`config.mk`:
```
export PLATFORM = sky130hd
export DESIGN_NAME = branch_history_tracker
export DESIGN_NICKNAME = d
export VERILOG_FILES = /design/src/rtl/branch_history_tracker_pkg.sv /design/src/rtl/branch_inflight_fifo.sv /design/src/rtl/branch_history_tracker.sv
export SDC_FILE = /design/constraint.sdc
export NUM_CORES = 1
export LEC_CHECK = 0
export CAP_MARGIN = 20
export CORE_ASPECT_RATIO = 0.5
export CORE_MARGIN = 2
export CORE_UTILIZATION = 51
export CTS_BUF_LIST = sky130_fd_sc_hd__clkbuf_8
export CTS_CLUSTER_SIZE = 30
export DETAILED_ROUTE_END_ITERATION = 16
export GPL_TIMING_DRIVEN = 0
export PLACE_DENSITY = 0.78
export SYNTH_ARGS = -nofsm -noshare
export SYNTH_HDL_FRONTEND = slang
export SYNTH_SLANG_ARGS = --single-unit
```
`constraint.sdc`:
```
create_clock -name clk -period 2.1 [get_ports clk]
set_input_delay 0.42 -clock clk [delete_from_list [all_inputs] [get_ports clk]]
set_output_delay 0.42 -clock clk [all_outputs]
set_load 0.05 [all_outputs]
```
`src/rtl/branch_history_tracker_pkg.sv`:
```
// Shared constants, FSM encoding and in-flight entry layout for the branch history tracker.
package branch_history_tracker_pkg;

  localparam int unsigned GHR_W = 3;
  localparam int unsigned DEPTH = 4;
  localparam int unsigned PTR_W = 2;
  localparam int unsigned CNT_W = PTR_W + 1;
  localparam int unsigned MCNT_W = 8;

  typedef enum logic {
    IDLE      = 1'b0,
    WAIT_PRED = 1'b1
  } bht_state_t;

  typedef struct packed {
    logic [GHR_W-1:0] snapshot;
    logic             pred;
  } bq_entry_t;

endpackage

```
`src/rtl/branch_inflight_fifo.sv`:
```
// In-order queue of predicted, unresolved branches; clear empties it in one edge.
module branch_inflight_fifo
  import branch_history_tracker_pkg::*;
(
  input  logic      clk,
  input  logic      reset,
  input  logic      push,
  input  bq_entry_t push_entry,
  input  logic      pop,
  input  logic      clear,
  output logic      full,
  output logic      empty,
  output bq_entry_t head
);

  bq_entry_t        mem [DEPTH];
  logic [PTR_W-1:0] wr_ptr;
  logic [PTR_W-1:0] rd_ptr;
  logic [CNT_W-1:0] count;

  assign full  = (count == CNT_W'(DEPTH));
  assign empty = (count == '0);
  assign head  = mem[rd_ptr];

  // Pointer and occupancy tracking; pointers wrap naturally at DEPTH.
  always_ff @(posedge clk) begin
    if (!reset) begin
      wr_ptr <= '0;
      rd_ptr <= '0;
      count  <= '0;
    end else if (clear) begin
      wr_ptr <= '0;
      rd_ptr <= '0;
      count  <= '0;
    end else begin
      if (push) wr_ptr <= wr_ptr + PTR_W'(1);
      if (pop)  rd_ptr <= rd_ptr + PTR_W'(1);
      case ({push, pop})
        2'b10:   count <= count + CNT_W'(1);
        2'b01:   count <= count - CNT_W'(1);
        default: count <= count;
      endcase
    end
  end

  // Entry storage; contents are don't-care until written.
  always_ff @(posedge clk) begin
    if (push && !clear) mem[wr_ptr] <= push_entry;
  end

endmodule

```
`src/rtl/branch_history_tracker.sv`:
```
// Speculative global history owner: PHT lookup sequencing, in-flight tracking and mispredict repair.
module branch_history_tracker
  import branch_history_tracker_pkg::*;
(
  input  logic             clk,
  input  logic             reset,
  input  logic             fetch_valid,
  output logic             fetch_ready,
  output logic             pred_valid,
  output logic             pred_taken,
  input  logic             resolve_valid,
  input  logic             resolve_taken,
  output logic             resolve_ready,
  output logic [GHR_W-1:0] ghr_out,
  output logic             pht_update,
  output logic             pht_taken,
  input  logic             pht_predicted,
  output logic             flush,
  output logic [7:0]       mispredict_count
);

  bht_state_t        state;
  bht_state_t        state_d;
  logic [GHR_W-1:0]  spec_ghr;
  logic [GHR_W-1:0]  spec_ghr_d;
  logic              fetch_fire;
  logic              resolve_fire;
  logic              mispredict;
  logic              q_push;
  logic              q_full;
  logic              q_empty;
  bq_entry_t         q_head;
  bq_entry_t         q_push_entry;
  logic              flush_q;
  logic [MCNT_W-1:0] mcount_q;

  branch_inflight_fifo u_fifo (
    .clk        (clk),
    .reset      (reset),
    .push       (q_push),
    .push_entry (q_push_entry),
    .pop        (resolve_fire),
    .clear      (mispredict),
    .full       (q_full),
    .empty      (q_empty),
    .head       (q_head)
  );

  // State, history, flush pulse and saturating mispredict counter.
  always_ff @(posedge clk) begin
    if (!reset) begin
      state    <= IDLE;
      spec_ghr <= '0;
      flush_q  <= 1'b0;
      mcount_q <= '0;
    end else begin
      state    <= state_d;
      spec_ghr <= spec_ghr_d;
      flush_q  <= mispredict;
      if (mispredict && (mcount_q != {MCNT_W{1'b1}})) mcount_q <= mcount_q + MCNT_W'(1);
    end
  end

  // Handshakes, next state, history update and PHT-facing outputs; resolve wins over fetch.
  always_comb begin
    state_d       = state;
    spec_ghr_d    = spec_ghr;
    resolve_ready = (state == IDLE) && !q_empty;
    resolve_fire  = reset && resolve_valid && resolve_ready;
    fetch_ready   = (state == IDLE) && !q_full && !(resolve_valid && resolve_ready);
    fetch_fire    = reset && fetch_valid && fetch_ready;
    mispredict    = resolve_fire && (resolve_taken != q_head.pred);
    q_push        = reset && (state == WAIT_PRED);
    q_push_entry  = '{snapshot: spec_ghr, pred: pht_predicted};
    pred_valid    = q_push;
    pred_taken    = q_push && pht_predicted;
    pht_update    = resolve_fire;
    pht_taken     = resolve_fire && resolve_taken;
    ghr_out       = resolve_fire ? q_head.snapshot : spec_ghr;

    case (state)
      IDLE: begin
        if (fetch_fire) state_d = WAIT_PRED;
      end
      WAIT_PRED: begin
        state_d = IDLE;
      end
      default: state_d = IDLE;
    endcase

    if (q_push) begin
      spec_ghr_d = {spec_ghr[GHR_W-2:0], pht_predicted};
    end else if (mispredict) begin
      spec_ghr_d = {q_head.snapshot[GHR_W-2:0], resolve_taken};
    end
  end

  assign flush            = flush_q;
  assign mispredict_count = mcount_q;

endmodule

```
# Word level (Yosys, flattened, before mapping)
# Memories as Yosys holds them, arrays and structs flattened. A register that Yosys moved wholly into a read port is not among the register bits.
# Index checks and enable logic that the tools add are counted.
# totals
memories	1
elab_cells	52
output_inout_bits	18
ramBits	16
register_bits	20
inputBits	6
# memory_table
memory	depth	word_bits	read_ports	rd_clocked_by_memory_dff	write_ports	line	source
u_fifo.mem	4	4	1	1	1	branch_inflight_fifo.sv:16	bq_entry_t mem [DEPTH];
# classes
n_reduce_logical	22
eq_ne	5
n_bitwise	2
n_mux	10
addsub	5
# ops
operator	count
$logic_and A1 B1 Y1	14
$mux W3	3
$add A8 B1 Y8 const B	1
$ne A8 B8 Y1 const B	1
$pmux W3 S2	1
$add A2 B1 Y2 const B	2
$logic_not A1 Y1	4
$mux W2	2
$reduce_bool A2 Y1	2
$add A3 B1 Y3 const B	1
$eq A3 B3 Y1 const B	1
$logic_not A3 Y1	1
$mux W1	3
$sub A3 B1 Y3 const B	1
$eq A2 B1 Y1 const B	1
$eq A2 B2 Y1 const B	1
$not A1 Y1	2
$pmux W1 S2	1
$reduce_or A2 Y1	1
$ne A1 B1 Y1	1

# Logic depth before layout (Yosys ltp)
# depth
word_depth	9
mapped_depth	11
ltp_nobuf	10

# By module
# Synthesis repeated with hierarchy kept, for this count alone.
# hier_totals
cells_unflattened	148
hier_area_um2	1711.6
# modules_own_cells
mod	cells_per_inst	n_inst	seq_area_each_um2	area_per_inst_um2
branch_inflight_fifo	69	1	660.6	1022.2
branch_history_tracker	79	1	260.2	689.4

# Worst setup path before layout
# OpenSTA, ideal clock, no wires.
# synth_path
path_type	input port to flip-flop
from	in resolve_valid
to	reg u_fifo.count[2]
path_slack_ns	-0.608
cell_stages	11
required_ns	1.975
arrival_ns	2.582
path_cell_list	and3b_1 > nand2_1 > inv_1 > buf_1 > ha_1 > inv_1 > fa_1 > xor2_1 > nor2_1 > xnor2_1 > nor2_1
# synth_between
elab_chain_len	4
elab_cells_between_ends	8
cone_classes	eq/ne (2); mux (1); reduce/logical (5)
# synth_lines
item	line	source
from (decl)	branch_history_tracker.sv:11	input logic resolve_valid,
$logic_and A1 B1 Y1 (*) (2 in series)	branch_history_tracker.sv:69	resolve_fire = reset && resolve_valid && resolve_ready;
named net pht_update	branch_history_tracker.sv:15	output logic pht_update,
$eq A2 B1 Y1 (tied with other cells)	branch_inflight_fifo.sv:38	case ({push, pop})
$pmux W3 S2 (tied with other cells)	branch_inflight_fifo.sv:38	
to (signal assigned)	branch_inflight_fifo.sv:39	2'b10: count <= count + CNT_W'(1);
to (signal assigned)	branch_inflight_fifo.sv:40	2'b01: count <= count - CNT_W'(1);
to (signal assigned)	branch_inflight_fifo.sv:41	default: count <= count;
to (decl)	branch_inflight_fifo.sv:19	logic [CNT_W-1:0] count;
# Mark *: on every way through the listed nets, which the timed path passes. The rest lies on a longest branch.
# A chain may end at the register's enable or synchronous reset.

# Final worst setup path
# layout_path
from	reg u_fifo.count[1]
to	out ghr_out[0]
# layout_between
elab_chain_len	5
# layout_lines
item	line	source
$logic_not A3 Y1	branch_inflight_fifo.sv:22	assign empty = (count == '0);
$logic_not A1 Y1	branch_history_tracker.sv:68	resolve_ready = (state == IDLE) && !q_empty;
$logic_and A1 B1 Y1	branch_history_tracker.sv:68	
$logic_and A1 B1 Y1	branch_history_tracker.sv:69	
$mux W3	branch_history_tracker.sv:79	ghr_out = resolve_fire ? q_head.snapshot : spec_ghr;
to (decl)	branch_history_tracker.sv:14	output logic [GHR_W-1:0] ghr_out,
# No other way between the ends.

==> impl_metrics.py <==
metrics = {
    "critical_path": {
        "end_kind": "output port",
        "worstPathMaxFanout": 10,
        "reg2reg_depth": 9,
        "crit_required_ns": 1.68,
        "critPathLaunchType": "register",
        "critPathArrivalTime_ns": 1.61,
        "crit_type": "reg2out",
    },
    "cts": {
        "numClockSinks": 38,
        "cts_tree": "yes",
        "clock_path_buffers": 2,
        "clkTransAtPathRegs_ns": 0.08,
        "clock_latency_ns": 0.29,
        "htreeDepth": 2,
        "cts-root-buf": "clkbuf_8",
        "cts_buffers": 5,
        "ctsHoldBuffers": 0,
    },
    "place": {
        "place_area_um2": 2040,
        "portBuffers": 23,
        "placed_cells": 220,
        "gp_congestion": 0.803,
        "hpwlAfterDp_mm": 2.39,
    },
    "grt": {
        "grt_pass1_vias": 1287,
        "antenna_found_initial": 0,
        "grt_util_all_layers_pct": 21.0,
        "grt.overflow.total": 0,
        "grt_max_degree": 14,
        "grt_pass1_wl_mm": 5.95,
    },
    "logic_synthesis": {
        "netlist_area_um2": 1750,
        "synth_cell_types": 34,
        "synth_most_common_cell": "dfxtp_1",
        "synth_seq_cells": 38,
        "yosysTopAreaCell": "edfxtp_1",
        "syn_nets": 170,
        "synth_edf_count": 16,
        "seq_area_frac_synth_pct": 52.8,
        "ys_warn_count": 0,
        "ys.flop_type": "dfxtp_1",
        "synthArstFlopShare_pct": 0,
        "syn-mean-instance-area_um2": 11.1,
        "ys_top_cells_by_count": "22 x dfxtp_1, 20 x nand2_1, 16 x edfxtp_1",
        "syn_inst": 157,
        "yosysTopAreaCellShare_pct": 27.5,
        "netlist_top_cells_area": "edfxtp_1 28%, dfxtp_1 25%, mux4_1 4.5%",
    },
    "drt": {
        "via_per_inst": 5.56,
        "ant_nets": 0,
        "remaining_drc_errors": 0,
        "vias": 1330,
        "first_iter_violations": 90,
        "drt-wirelength-per-cell_um": 15.0,
        "drt_wl_total_mm": 3.59,
        "drt-pass1-iter-count": 4,
    },
    "die": {
        "io_pins": 24,
        "die_h_um": 45.4,
        "die_area_um2": 3930,
        "start_util_pct": 55.7,
        "row_count": 14,
        "die_x_um": 86.7,
        "core_um2": 3140,
    },
    "power": {
        "p_total_w": 0.00176,
        "power.density_nw_per_um2": 776,
        "leakagePower_nw": 0.941,
        "peakVddDrop_mv": 0.532,
    },
    "run_status": {
        "outcome": "completed",
    },
    "sta": {
        "report.final.slew_viol_count": 0,
        "setup_viol": 0,
        "worst_pin_slew_ns": 0.500,
        "hold_violations": 0,
        "skew_ns": 0.00385,
        "fmax_ghz": 0.493,
        "finalCriticalPeriod_ns": 2.03,
        "rsz0062_at_grt": "false",
        "relSlewSlack_pct": 66.6,
        "finalCritPeriodShare_pct": 96.6,
    },
    "finish": {
        "final_cell_area_um2": 2270,
        "fin_cells": 239,
        "fin_nets": 211,
        "insertedDiodeCount": 0,
        "drive_gt1_share_pct": 23.6,
        "area_delta_synth_final_pct": 30.0,
    },
    "hold_path": {
        "min_path_type": "reg2reg",
        "min_path_cells": 1,
    },
    "flow_run": {
        "max-cap-violations": 0,
    },
}
## worst max-delay path, stage by stage, from the launching register on
cell	delay [ns]
dfxtp_4	0.35
or3_4	0.43
nand2_4	0.11
buf_8	0.13
nand2_1	0.06
nand2_1	0.09
buf_6	0.16
## sequential cells by signal (all words and copies together) (netlist names), named ones only
signal / flops
u_fifo.mem: 16
mispredict_count: 8
flush: 1
state: 1
spec_ghr: 3
u_fifo.rd_ptr: 2
u_fifo.count: 3
u_fifo.wr_ptr: 2
## layout by cell type, fill, tap and decap left out, types with 2 or more instances in the layout
cell type | netlist | layout
o21ai_0 | 6 | 6
dfxtp_2 | 0 | 2
o21bai_1 | 2 | 2
mux2i_1 | 7 | 7
a21oi_1 | 4 | 4
nand2_1 | 20 | 19
ha_1 | 6 | 5
buf_4 | 0 | 12
dfxtp_1 | 22 | 19
bufinv_16 | 0 | 2
buf_6 | 0 | 3
xnor2_1 | 3 | 3
nand4_1 | 5 | 5
edfxtp_1 | 16 | 16
nor3_1 | 2 | 2
clkbuf_8 | 0 | 5
nand3_1 | 3 | 3
dlygate4sd2_1 | 0 | 2
mux4_2 | 1 | 3
nor2_1 | 12 | 12
clkbuf_2 | 0 | 3
clkdlybuf4s50_1 | 0 | 12
and3_1 | 9 | 9
inv_1 | 11 | 10
buf_2 | 0 | 4
a31oi_1 | 4 | 4
xor2_1 | 3 | 3
## logic make-up (layout without fill, tap and decap cells)
| family | count (synthesis) | count (layout) | synth area share, % |
|---|---|---|---|
| buf+inv | 16 | 58 | 3.44 |
| fa+ha+maj | 7 | 7 | 5.45 |
| flops | 38 | 38 | 52.8 |
| simple gates | 57 | 57 | 15.9 |
| xor+xnor | 8 | 8 | 5.52 |
| mux | 11 | 11 | 9.82 |
| compound gates | 20 | 20 | 7.10 |
## timing repair
| action | in CTS | in global routing |
|---|---|---|
| setup buffers | 10 | 2 |
| endpoints found under the setup margin | 11 | 7 |
| cloned | 0 | 0 |
| pin swaps | 5 | 4 |
| gates resized for setup | 56 | 12 |
## area by class of cell
cell class              instances  area [µm²]
plain buffers                   4        28.8
clock buffers                   5        68.8
clock inverters                 3        68.8
fillers                       218         867
inverters                      11        41.3
multi-input cells             103         786
flip-flops and latches         38         927
well taps                      40        50.0
repair buffers                 35         298
## stage by stage
stage	setup slack [ns]	hold slack (ns)	util [%]	setup TNS (ns)
2_1_floorplan	0.0232	0.475	-	0
3_3_place_gp	-0.806	0.478	65.0	-5.90
3_5_place_dp	-0.833	0.495	65.0	-6.12
4_1_cts	0.0268	0.509	72.4	0
5_1_grt	0.000926	0.536	72.3	0
6_report	0.0713	0.507	72.3	0
## power breakdown
| group | internal (W) | switching [W] | total, W |
|---|---|---|---|
| registers | 0.000788 | 0.0000182 | 0.000807 |
| logic | 0.0000803 | 0.000138 | 0.000218 |
| clock network | 0.000476 | 0.000260 | 0.000736 |
| total | 0.00134 | 0.000416 | 0.00176 |
## metal layers
metal  wire length [µm]  global-route usage [%]  part of all wire (%)  up-vias
li1                   -                       -                     -      649
met1               1680                    28.2                    47      641
met2               1610                    32.3                    45       33
met3                239                    6.76                   6.7        7
met4                 51                    8.13                   1.4        0
met5                  0                       0                     0        -
## worst paths after layout
path	end	start	slack (ns)
hold reg to reg	mispredict_count[4]$_SDFFE_PN0P_	mispredict_count[4]$_SDFFE_PN0P_	0.51
setup / recovery	ghr_out[0]	u_fifo.count[1]$_SDFFE_PP0P_	0.07
setup reg to reg	u_fifo.count[1]$_SDFFE_PP0P_	u_fifo.count[1]$_SDFFE_PP0P_	0.15
hold / removal	mispredict_count[4]$_SDFFE_PN0P_	mispredict_count[4]$_SDFFE_PN0P_	0.51
Note: power is estimated with default switching activity, not from simulation.
